File: src/rtl/trng_pkg.sv
// Shared types and helpers for the TRNG harvest controller.
package trng_pkg;

    localparam int unsigned N_SRC_DEF      = 4;
    localparam int unsigned SETTLE_CYC_DEF = 16;
    localparam int unsigned RCT_LIMIT_DEF  = 32;
    localparam int unsigned OUT_W_DEF      = 8;

    localparam int unsigned MAX_SRC   = 8;
    localparam int unsigned IDX_W_MAX = 3;

    typedef enum logic [2:0] {
        ST_IDLE,
        ST_SETTLE,
        ST_SAMPLE_A,
        ST_SAMPLE_B,
        ST_EMIT,
        ST_FAIL
    } state_e;

    typedef struct packed {
        logic                 found;
        logic [IDX_W_MAX-1:0] idx;
    } pick_t;

    // First non-faulty index after cur (ascending, wrapping, cur itself checked last).
    function automatic pick_t next_ok(input logic [MAX_SRC-1:0] faulty,
                                      input int unsigned        n_src,
                                      input int unsigned        cur);
        pick_t       r;
        int unsigned idx;
        r = '0;
        for (int unsigned i = 1; i <= MAX_SRC; i++) begin
            idx = cur + i;
            if (idx >= n_src) idx = idx - n_src;
            if ((i <= n_src) && !r.found && !faulty[IDX_W_MAX'(idx)]) begin
                r.found = 1'b1;
                r.idx   = IDX_W_MAX'(idx);
            end
        end
        return r;
    endfunction

endpackage

File: src/rtl/trng_sync2.sv
// Two-flop synchronizer bank for asynchronous entropy source outputs.
module trng_sync2 #(
    parameter int unsigned W = 4
) (
    input  logic         clk,
    input  logic         rst_n,
    input  logic [W-1:0] d,
    output logic [W-1:0] q
);

    logic [W-1:0] meta;

    always_ff @(posedge clk or negedge rst_n) begin
        if (!rst_n) begin
            meta <= '0;
            q    <= '0;
        end else begin
            meta <= d;
            q    <= meta;
        end
    end

endmodule

File: src/rtl/trng_harvest_ctrl.sv
// Sequences entropy sources one at a time, debiases their bits (von Neumann),
// runs a repetition-count health test and packs words onto a valid/ready port.
module trng_harvest_ctrl
    import trng_pkg::*;
#(
    parameter int unsigned N_SRC      = N_SRC_DEF,
    parameter int unsigned SETTLE_CYC = SETTLE_CYC_DEF,
    parameter int unsigned RCT_LIMIT  = RCT_LIMIT_DEF,
    parameter int unsigned OUT_W      = OUT_W_DEF
) (
    input  logic                     clk,
    input  logic                     rst_n,
    input  logic                     start,
    input  logic                     clr_fault,
    input  logic [N_SRC-1:0]         raw_bits,
    output logic [N_SRC-1:0]         src_en,
    output logic [$clog2(N_SRC)-1:0] src_sel,
    output logic [OUT_W-1:0]         out_data,
    output logic                     out_valid,
    input  logic                     out_ready,
    output logic [N_SRC-1:0]         fault_mask,
    output logic                     alarm,
    output logic                     busy
);

    localparam int unsigned SEL_W = $clog2(N_SRC);
    localparam int unsigned CNT_W = $clog2(SETTLE_CYC);
    localparam int unsigned BC_W  = $clog2(OUT_W + 1);
    localparam int unsigned RCT_W = 8;

    state_e             state, state_n;
    logic [N_SRC-1:0]   raw_sync;
    logic [SEL_W-1:0]   src_sel_n;
    logic [N_SRC-1:0]   fault_n;
    pick_t              pick_low, pick_adv;
    logic [CNT_W-1:0]   settle_cnt;
    logic [BC_W-1:0]    bitcnt;
    logic [RCT_W-1:0]   rct_cnt;
    logic               rct_prev, rct_valid;
    logic               samp_a;
    logic [N_SRC-1:0]   src_en_d;
    logic               busy_d, alarm_d, out_valid_d;

    logic               smp_c, sampling_c, rct_hit_c, keep_c, word_done_c;
    logic [RCT_W-1:0]   rct_next_c;

    trng_sync2 #(.W(N_SRC)) u_sync (
        .clk   (clk),
        .rst_n (rst_n),
        .d     (raw_bits),
        .q     (raw_sync)
    );

    assign smp_c       = raw_sync[src_sel];
    assign sampling_c  = (state == ST_SAMPLE_A) || (state == ST_SAMPLE_B);
    assign rct_next_c  = (rct_valid && (smp_c == rct_prev)) ? RCT_W'(rct_cnt + RCT_W'(1)) : RCT_W'(1);
    assign rct_hit_c   = sampling_c && start && (rct_next_c == RCT_W'(RCT_LIMIT));
    assign keep_c      = (state == ST_SAMPLE_B) && (samp_a != smp_c);
    assign word_done_c = keep_c && (bitcnt == BC_W'(OUT_W - 1));

    always_ff @(posedge clk or negedge rst_n) begin
        if (!rst_n) state <= ST_IDLE;
        else        state <= state_n;
    end

    // Next state, next source selection and fault accumulation.
    always_comb begin
        state_n   = state;
        src_sel_n = src_sel;
        fault_n   = fault_mask;
        if (rct_hit_c) fault_n = fault_mask | (N_SRC'(1) << src_sel);
        pick_low  = next_ok(MAX_SRC'(fault_mask), N_SRC, N_SRC - 1);
        pick_adv  = next_ok(MAX_SRC'(fault_n), N_SRC, 32'(src_sel));
        unique case (state)
            ST_IDLE: begin
                if (start) begin
                    if (pick_low.found) begin
                        state_n   = ST_SETTLE;
                        src_sel_n = SEL_W'(pick_low.idx);
                    end else begin
                        state_n = ST_FAIL;
                    end
                end
            end
            ST_SETTLE: begin
                if (!start)                                       state_n = ST_IDLE;
                else if (settle_cnt == CNT_W'(SETTLE_CYC - 1))    state_n = ST_SAMPLE_A;
            end
            ST_SAMPLE_A, ST_SAMPLE_B: begin
                if (!start) begin
                    state_n = ST_IDLE;
                end else if (rct_hit_c) begin
                    if (pick_adv.found) begin
                        state_n   = ST_SETTLE;
                        src_sel_n = SEL_W'(pick_adv.idx);
                    end else begin
                        state_n = ST_FAIL;
                    end
                end else if (state == ST_SAMPLE_A) begin
                    state_n = ST_SAMPLE_B;
                end else begin
                    state_n = word_done_c ? ST_EMIT : ST_SAMPLE_A;
                end
            end
            ST_EMIT: begin
                if (out_ready) begin
                    if (start) begin
                        state_n   = ST_SETTLE;
                        src_sel_n = SEL_W'(pick_adv.idx);
                    end else begin
                        state_n = ST_IDLE;
                    end
                end
            end
            ST_FAIL: begin
                if (clr_fault) state_n = ST_IDLE;
            end
            default: state_n = ST_IDLE;
        endcase
    end

    // Registered-output values decoded from the upcoming state.
    always_comb begin
        src_en_d    = '0;
        busy_d      = 1'b0;
        alarm_d     = 1'b0;
        out_valid_d = 1'b0;
        case (state_n)
            ST_SETTLE, ST_SAMPLE_A, ST_SAMPLE_B: begin
                src_en_d = N_SRC'(1) << src_sel_n;
                busy_d   = 1'b1;
            end
            ST_EMIT: begin
                src_en_d    = N_SRC'(1) << src_sel_n;
                busy_d      = 1'b1;
                out_valid_d = 1'b1;
            end
            ST_FAIL: begin
                busy_d  = 1'b1;
                alarm_d = 1'b1;
            end
            default: ;
        endcase
    end

    always_ff @(posedge clk or negedge rst_n) begin
        if (!rst_n) begin
            src_sel    <= '0;
            src_en     <= '0;
            busy       <= 1'b0;
            alarm      <= 1'b0;
            out_valid  <= 1'b0;
            out_data   <= '0;
            fault_mask <= '0;
            settle_cnt <= '0;
            bitcnt     <= '0;
            rct_cnt    <= '0;
            rct_prev   <= 1'b0;
            rct_valid  <= 1'b0;
            samp_a     <= 1'b0;
        end else begin
            src_sel    <= src_sel_n;
            src_en     <= src_en_d;
            busy       <= busy_d;
            alarm      <= alarm_d;
            out_valid  <= out_valid_d;
            fault_mask <= clr_fault ? '0 : fault_n;
            settle_cnt <= ((state == ST_SETTLE) && (state_n == ST_SETTLE)) ?
                          CNT_W'(settle_cnt + CNT_W'(1)) : '0;
            if (state == ST_SAMPLE_A) samp_a <= smp_c;
            // Health-test history restarts with every newly settled source.
            if (state == ST_SETTLE) begin
                rct_cnt   <= '0;
                rct_valid <= 1'b0;
            end else if (sampling_c) begin
                rct_cnt   <= rct_next_c;
                rct_prev  <= smp_c;
                rct_valid <= 1'b1;
            end
            if (keep_c && ((state_n == ST_SAMPLE_A) || (state_n == ST_EMIT))) begin
                out_data <= {out_data[OUT_W-2:0], samp_a};
                bitcnt   <= BC_W'(bitcnt + BC_W'(1));
            end else if ((state_n != ST_SAMPLE_A) && (state_n != ST_SAMPLE_B) && (state_n != ST_EMIT)) begin
                bitcnt <= '0;
            end
        end
    end

endmodule

File: config.mk
export PLATFORM = sky130hd
export DESIGN_NAME = trng_harvest_ctrl
export DESIGN_NICKNAME = d
export VERILOG_FILES = /design/src/rtl/trng_pkg.sv /design/src/rtl/trng_sync2.sv /design/src/rtl/trng_harvest_ctrl.sv
export SDC_FILE = /design/constraint.sdc
export NUM_CORES = 1
export LEC_CHECK = 0
export BUFFER_PORTS_ARGS = -buffer_cell sky130_fd_sc_hd__buf_4
export CORE_MARGIN = 2
export CORE_UTILIZATION = 40
export DETAILED_ROUTE_END_ITERATION = 10
export PLACE_DENSITY = 0.54
export SLEW_MARGIN = 0
export SYNTH_ARGS = -nofsm -noshare
export SYNTH_HDL_FRONTEND = slang
export SYNTH_HIERARCHICAL = 1
export SYNTH_SLANG_ARGS = --single-unit
File: constraint.sdc
create_clock -name clk -period 6.8 [get_ports clk]
set_input_delay 0.68 -clock clk [delete_from_list [all_inputs] [get_ports clk]]
set_output_delay 0.68 -clock clk [all_outputs]
set_load 0.005 [all_outputs]
Word-level counts from Yosys, hierarchy flattened
Index checks and enable logic that the tools add are counted.

Register bits: 51. Bits of input ports: 9.

Shifts and indexed selects: 2. Mux-type cells: 57. Order comparisons: 9. Reduce and logical (&&, ||, !) cells: 36. Add/subtract/negate cells: 11. Bitwise gates (word level): 2. Equal/unequal tests: 18.

Operators with widths (number): 2-to-1 mux 4 bit (14); 2-to-1 mux 3 bit (15); 2-to-1 mux 8 bit (3); < comparator 3 x 4 -> 1 bit (second input constant) (4); logical AND 1 bit (15); one-hot mux 3 bit (5 select lines) (1); 2-to-1 mux 2 bit (7); binary-select mux 1 bit (select 3 bit) (4); equality test 3 x 2 -> 1 bit (second input constant) (4); equality test 3 bit (second input constant) (4); zero test 1 bit (12); subtractor 3 bit (second input constant) (4); 2-to-1 mux 1 bit (11); >= comparator 3 bit (second input constant) (3); adder 4 x 1 -> 4 bit (second input constant) (2); adder 8 x 1 -> 8 bit (second input constant) (1); equality test 8 x 6 -> 1 bit (second input constant) (1); left shift 1 x 2 -> 4 bit (first input constant) (2); adder 2 x 2 -> 3 bit (second input constant) (2); equality test 3 x 1 -> 1 bit (second input constant) (2); inequality test 3 x 2 -> 1 bit (second input constant) (2); one-hot mux 2 bit (3 select lines) (1); OR reduction 5 bit (1); adder 2 x 3 -> 4 bit (second input constant) (1); 17 further kinds (19).

Logic depth before layout (Yosys ltp)
Depth in word-level cells: 29. Mapped depth: 15. Mapped depth without buffers: 13.

By module
Netlist, hierarchy kept.

Modules (own cells, without submodules): trng_harvest_ctrl (cells each 340, area each 3031.7 um^2, sequential area each 1076.0 um^2, instances 1); trng_sync2 (cells each 8, area each 200.2 um^2, sequential area each 200.2 um^2, instances 1).

Least setup slack after synthesis
OpenSTA, ideal clock, no wires.

Path type: register to register. Start point: register rct_cnt[1]. End point: register src_en[0]. Arrival time: 3180 ps. Slack: 3505 ps. Period minus slack after synthesis: 3295 ps. Data required time: 6684 ps. Cell stages (with the launch flop): 14. Cells stage by stage: dfrtp_1 > ha_1 > buf_6 > a31o_4 > a2111oi_4 > a21bo_4 > o311a_1 > a211o_1 > o31ai_1 > a41o_1 > a21oi_1 > or3_4 > inv_2 > nor2_1.

RTL lines: start: declaration (RTL line trng_harvest_ctrl.sv:38) `logic [RCT_W-1:0] rct_cnt;`; start signal: assignment (RTL line trng_harvest_ctrl.sv:176) `rct_cnt <= rct_next_c;`; adder 8 x 1 -> 8 bit (*) (RTL line trng_harvest_ctrl.sv:56) `assign rct_next_c = (rct_valid && (smp_c == rct_prev)) ? RCT_W'(rct_cnt + RCT_W'(1)) : RCT_W'(1);`; 2-to-1 mux 8 bit (*) (RTL line trng_harvest_ctrl.sv:56); equality test 8 x 6 -> 1 bit (*) (RTL line trng_harvest_ctrl.sv:57) `assign rct_hit_c = sampling_c && start && (rct_next_c == RCT_W'(RCT_LIMIT));`; logical AND 1 bit (*) (RTL line trng_harvest_ctrl.sv:57); 2-to-1 mux 4 bit (RTL line trng_harvest_ctrl.sv:71) `if (rct_hit_c) fault_n = fault_mask | (N_SRC'(1) << src_sel);`; binary-select mux 1 bit (select 3 bit) (RTL line trng_pkg.sv:36) `if ((i <= n_src) && !r.found && !faulty[IDX_W_MAX'(idx)]) begin`; 2-to-1 mux 1 bit (implied by the code) (RTL line trng_pkg.sv:36); 2-to-1 mux 4 bit (RTL line trng_pkg.sv:36); [... 9 more ...]; 2-to-1 mux 2 bit (RTL line trng_harvest_ctrl.sv:93) `if (pick_adv.found) begin`; 2-to-1 mux 2 bit (RTL line trng_harvest_ctrl.sv:92) `end else if (rct_hit_c) begin`; 2-to-1 mux 2 bit (RTL line trng_harvest_ctrl.sv:90) `if (!start) begin`; one-hot mux 2 bit (3 select lines) (*) (RTL line trng_harvest_ctrl.sv:74) `unique case (state)`; via src_sel_n[0] (RTL line trng_harvest_ctrl.sv:33) `logic [SEL_W-1:0] src_sel_n;`; left shift 1 x 2 -> 4 bit (*) (RTL line trng_harvest_ctrl.sv:130, trng_harvest_ctrl.sv:134); 2-to-1 mux 4 bit (*); via src_en_d[0] (RTL line trng_harvest_ctrl.sv:41) `logic [N_SRC-1:0] src_en_d;`; end signal: assignment (RTL line trng_harvest_ctrl.sv:163) `src_en <= src_en_d;`; end: declaration (RTL line trng_harvest_ctrl.sv:16) `output logic [N_SRC-1:0] src_en,`.

Mark *: on every way through the listed nets, which the timed path passes. The rest lies on a longest branch. The select of a mux whose other input is x is not followed. A chain may end at the register's enable or synchronous reset.

Final worst setup path
Start point: register src_sel[1]. End point: register out_data[5].

RTL lines: start: declaration (RTL line trng_harvest_ctrl.sv:17) `output logic [$clog2(N_SRC)-1:0] src_sel,`; start signal: assignment (RTL line trng_harvest_ctrl.sv:162) `src_sel <= src_sel_n;`; binary-select mux 1 bit (select 2 bit) (*) (RTL line trng_harvest_ctrl.sv:54) `assign smp_c = raw_sync[src_sel];`; 2-to-1 mux 1 bit (implied by the code) (*) (RTL line trng_harvest_ctrl.sv:54); equality test 1 bit / inequality test 1 bit (equally long branches) (RTL line trng_harvest_ctrl.sv:56, trng_harvest_ctrl.sv:58); logical AND 1 bit (on tied branches) (RTL line trng_harvest_ctrl.sv:56, trng_harvest_ctrl.sv:58); 2-to-1 mux 8 bit / logical AND 1 bit (equally long branches) (RTL line trng_harvest_ctrl.sv:56, trng_harvest_ctrl.sv:59); equality test 8 x 6 -> 1 bit / 2-to-1 mux 3 bit (equally long branches) (RTL line trng_harvest_ctrl.sv:57, trng_harvest_ctrl.sv:102); logical AND 1 bit / 2-to-1 mux 3 bit (equally long branches) (RTL line trng_harvest_ctrl.sv:57, trng_harvest_ctrl.sv:99); 2-to-1 mux 3 bit (*) (RTL line trng_harvest_ctrl.sv:92); 2-to-1 mux 3 bit (*) (RTL line trng_harvest_ctrl.sv:90); one-hot mux 3 bit (5 select lines) (*) (RTL line trng_harvest_ctrl.sv:74); via state_n[1] (RTL line trng_harvest_ctrl.sv:31) `state_e state, state_n;`; equality test 3 x 2 -> 1 bit / equality test 3 bit (equally long branches) (RTL line trng_harvest_ctrl.sv:180) `if (keep_c && ((state_n == ST_SAMPLE_A) || (state_n == ST_EMIT))) begin`; logical OR 1 bit (*) (RTL line trng_harvest_ctrl.sv:180); logical AND 1 bit (*) (RTL line trng_harvest_ctrl.sv:180); end signal: assignment (RTL line trng_harvest_ctrl.sv:181) `out_data <= {out_data[OUT_W-2:0], samp_a};`; end: declaration (RTL line trng_harvest_ctrl.sv:18) `output logic [OUT_W-1:0] out_data,`.

Marks and branches as above.

==> results.sh <==
export IMPL_nFillCells=794
export IMPL_r2r_slack_ps=2600
export IMPL_path_class="reg -> reg"
export IMPL_final_net_count=378
export IMPL_die_h_um=93.9
export IMPL_antenna_left=0
export IMPL_rr_startpoint="src_sel[1]"
export IMPL_slew_headroom_pct=47.7
export IMPL_status="finished clean"
export IMPL_ys_warn_count=6
export IMPL_route_detailed_drc=0
export IMPL_grt_remaining_overflow=0
export IMPL_worstSetupEndpointType="flip-flop"
export IMPL_wl_per_cell_um=17.3
export IMPL_slowest_stage="dfrtp_1"
export IMPL_drtIter0Drc=156
export IMPL_fin_worst_skew_ps=10.6
export IMPL_timing_final_crit_share_pct=61.7
export IMPL_vdd_drop_max_v=0.0000900
export IMPL_hold_class="reg -> reg"
export IMPL_area_growth_pct=10.9
export IMPL_p_leak_nw=1.53
export IMPL_whs_ps=352
export IMPL_cts_root_buf="clkbuf_8"
export IMPL_clk_pin_slew_worst_paths_ps=100
export IMPL_numCtsBuffers=5
export IMPL_cp_top_family="simple AND/OR/NAND/NOR gates"
export IMPL_syn_num_nets=364
export IMPL_drv_cap=0
export IMPL_final_util_pct=46.2
export IMPL_worstPathArrival_ps=4400
export IMPL_pin_count=30
export IMPL_antennaDiodeCount=0
export IMPL_drt_first_pass_iters=4
export IMPL_required_ps=7010
export IMPL_reg2reg_depth=9
export IMPL_fin_crit_ps=4200
export IMPL_p_sw_share_pct=29.3
export IMPL_grt_setup_unrepaired="false"
export IMPL_yosysSeqAreaShare_pct=39.5
export IMPL_cts_buffer_depth=2
export IMPL_power_switching_w=0.000195
export IMPL_post_cts_setup_buffer_count=0
export IMPL_h_tree_depth=2
export IMPL_synth_area_leader_cell="dfrtp_1"
export IMPL_gp_congestion=0.920
export IMPL_die_x_um=93.9
export IMPL_combPwrFrac_pct=18.8
export IMPL_start_util_pct=41.6
export IMPL_grt_pass1_wl_um=13600
export IMPL_via_per_inst=5.91
export IMPL_worst_pin_slew_ps=783
export IMPL_p_int_w=0.000472
export IMPL_io_buffers=29
export IMPL_synth_ff_type="dfrtp_1"
export IMPL_setup_viol=0
export IMPL_multiInputGateArea_sq_um=1790
export IMPL_cts_sink_count=51
export IMPL_max_stage_delay_ps=750
export IMPL_syn_inst=348
export IMPL_syn_area_per_cell_sq_um=9.29
export IMPL_vias=2749
export IMPL_critPathBufInv=0
export IMPL_pwr_density_cell_nw_per_um2=186
export IMPL_r2r_end="out_data[5]"
export IMPL_p_clk_share_pct=33.3
export IMPL_crit_fanout=18
export IMPL_synth_seq_cells=51
export IMPL_synth_top_cell_area_share_pct=39.5
export IMPL_p_seq_share_pct=47.9
export IMPL_cp_start_kind="flip-flop"
export IMPL_routed_wl_met2_um=3740
export IMPL_routed_wl_met3_um=346
export IMPL_seq_area_sq_um=1280
export IMPL_tritoncts="built"
export IMPL_ctsResizeCount=0
export IMPL_drive_gt1_share_pct=15.7
export IMPL_row_count=32
export IMPL_preCtsSetupSlack_ps=2690
export IMPL_coreArea_sq_um=7770
export IMPL_worstPathCellList="mux2i_1 -> mux2_1 -> a21boi_1 -> nand3_1 -> a32oi_1 -> nor2_1 -> nor3_1 -> nand2b_1 -> mux2_2"
export IMPL_holdPathEnd="u_sync/q[1]"
export IMPL_post_dp_hpwl_um=5810
export IMPL_ys_async_sr_fraction_pct=100
export IMPL_grt_max_degree=52
export IMPL_first_global_vias=2694
export IMPL_antenna_found_initial=0
export IMPL_wl_met1_um=3850
export IMPL_maxSlewViolCount=0
export IMPL_fin_ws_ps=2600
export IMPL_synthTopCellsByArea="dfrtp_1, nor2_1, o21ai_0"
export IMPL_hold_viol=0
export IMPL_fmax_ghz=0.238
export IMPL_syn_cell_area_sq_um=3230
export IMPL_whs_path_depth=0
export IMPL_finalWirelength_um=8040
export IMPL_worstSkewPairLatency_ps=310
export IMPL_die_area_sq_um=8810
export IMPL_grt_use_total_pct=19.4
export IMPL_synth_cell_type_count=70
export IMPL_postCtsHoldBufs=0
export IMPL_min_from="u_sync/meta[1]"
export IMPL_synth_edff_count=0
export IMPL_highest_layer="met4"
export IMPL_tns_ps=0
## worst max path at each step
stage / depth (start not counted) / from / end
after floorplan: 13 / rct_cnt[1] / src_en[0]
after global placement: 9 / src_sel[1] / out_data[1]
after detailed placement: 9 / src_sel[1] / out_data[5]
after CTS: 9 / src_sel[1] / out_data[5]
after global routing: 9 / src_sel[1] / out_data[1]
final: 9 / src_sel[1] / out_data[5]
## per-layer routing
| layer | global-route usage (%) | vias up |
|---|---|---|
| met1 | 27.9 | 1345 |
| met3 | 2.89 | 12 |
| met4 | 5.31 | 0 |
| li1 | - | 1326 |
| met2 | 30.5 | 66 |
| met5 | 0 | - |
## through the flow
stage,area (sq um),power (W),instances
6_report,3580,0.000667,465
5_1_grt,3580,0.000699,465
4_1_cts,3580,0.000673,465
3_5_place_dp,3470,0.000450,457
3_3_place_gp,3470,0.000452,457
2_1_floorplan,3230,0.000409,348
## cells in the final DEF (no fill, tap or decap), types with 3 or more instances in the layout
cell type,n
dfrtp_1,51
nor2_1,32
buf_4,30
nand2_1,29
o21ai_0,23
nand3_1,13
inv_1,12
nor3_1,12
a21oi_1,11
o31ai_1,8
mux2i_1,7
nand4_1,7
and3_1,7
ha_1,7
mux2_1,6
nor2b_1,5
nand2b_1,5
a211oi_1,5
clkbuf_8,5
or3_1,4
o21a_1,4
mux2_2,4
o21ai_1,3
mux4_2,3
o211ai_1,3
o31a_1,3
xnor2_1,3
xor2_1,3
## synth_stat cells (3+ instances only)
| cell | n |
|---|---|
| nor3_1 | 12 |
| and3_1 | 7 |
| xor2_1 | 3 |
| or3_1 | 4 |
| o21a_1 | 4 |
| o21ai_0 | 23 |
| nor2b_1 | 5 |
| nand2_1 | 29 |
| xnor2_1 | 3 |
| a21oi_1 | 11 |
| ha_1 | 7 |
| nand4_1 | 7 |
| nand2b_1 | 5 |
| mux2_2 | 4 |
| inv_1 | 12 |
| a211oi_1 | 5 |
| o211ai_1 | 3 |
| o31ai_1 | 8 |
| nor2_1 | 32 |
| o31a_1 | 3 |
| buf_2 | 5 |
| mux2i_1 | 7 |
| dfrtp_1 | 51 |
| o21ai_1 | 3 |
| mux4_2 | 3 |
| clkbuf_1 | 13 |
| nand3_1 | 13 |
| mux2_1 | 6 |
## power groups by stage
stage | Clock, W | Combinational, W | Sequential, W
after floorplan | 0 | 0.0000845 | 0.000324
after global placement | 0 | 0.000126 | 0.000326
after detailed placement | 0 | 0.000125 | 0.000326
after CTS | 0.000228 | 0.000125 | 0.000320
after global routing | 0.000239 | 0.000139 | 0.000321
final | 0.000222 | 0.000125 | 0.000320
## registers in the layout (all words and copies together) (netlist names)
name	cells
u_sync/q	4
busy	1
settle_cnt	4
out_data	8
rct_valid	1
rct_prev	1
u_sync/meta	4
src_sel	2
samp_a	1
out_valid	1
rct_cnt	8
bitcnt	4
alarm	1
state	3
fault_mask	4
src_en	4
## cell families (layout without fill, tap and decap cells)
group           after synthesis  after routing  synth area share [%]
simple gates                127            127                  19.7
compound gates              101            101                  23.7
flops                        51             51                  39.5
buf+inv                      36             51                  5.07
mux                          20             20                  7.74
fa+ha+maj                     7              7                  2.71
xor+xnor                      6              6                  1.63
## cell type report
type	instances	area share (%)
multi-input combinational	261	50.0
sequential	51	35.6
timing repair buffer	30	6.28
tap	102	3.56
clock buffer	5	1.92
inverter	13	1.36
clock inverter	3	1.29
No activity file was read; power rests on OpenSTA's default activity.
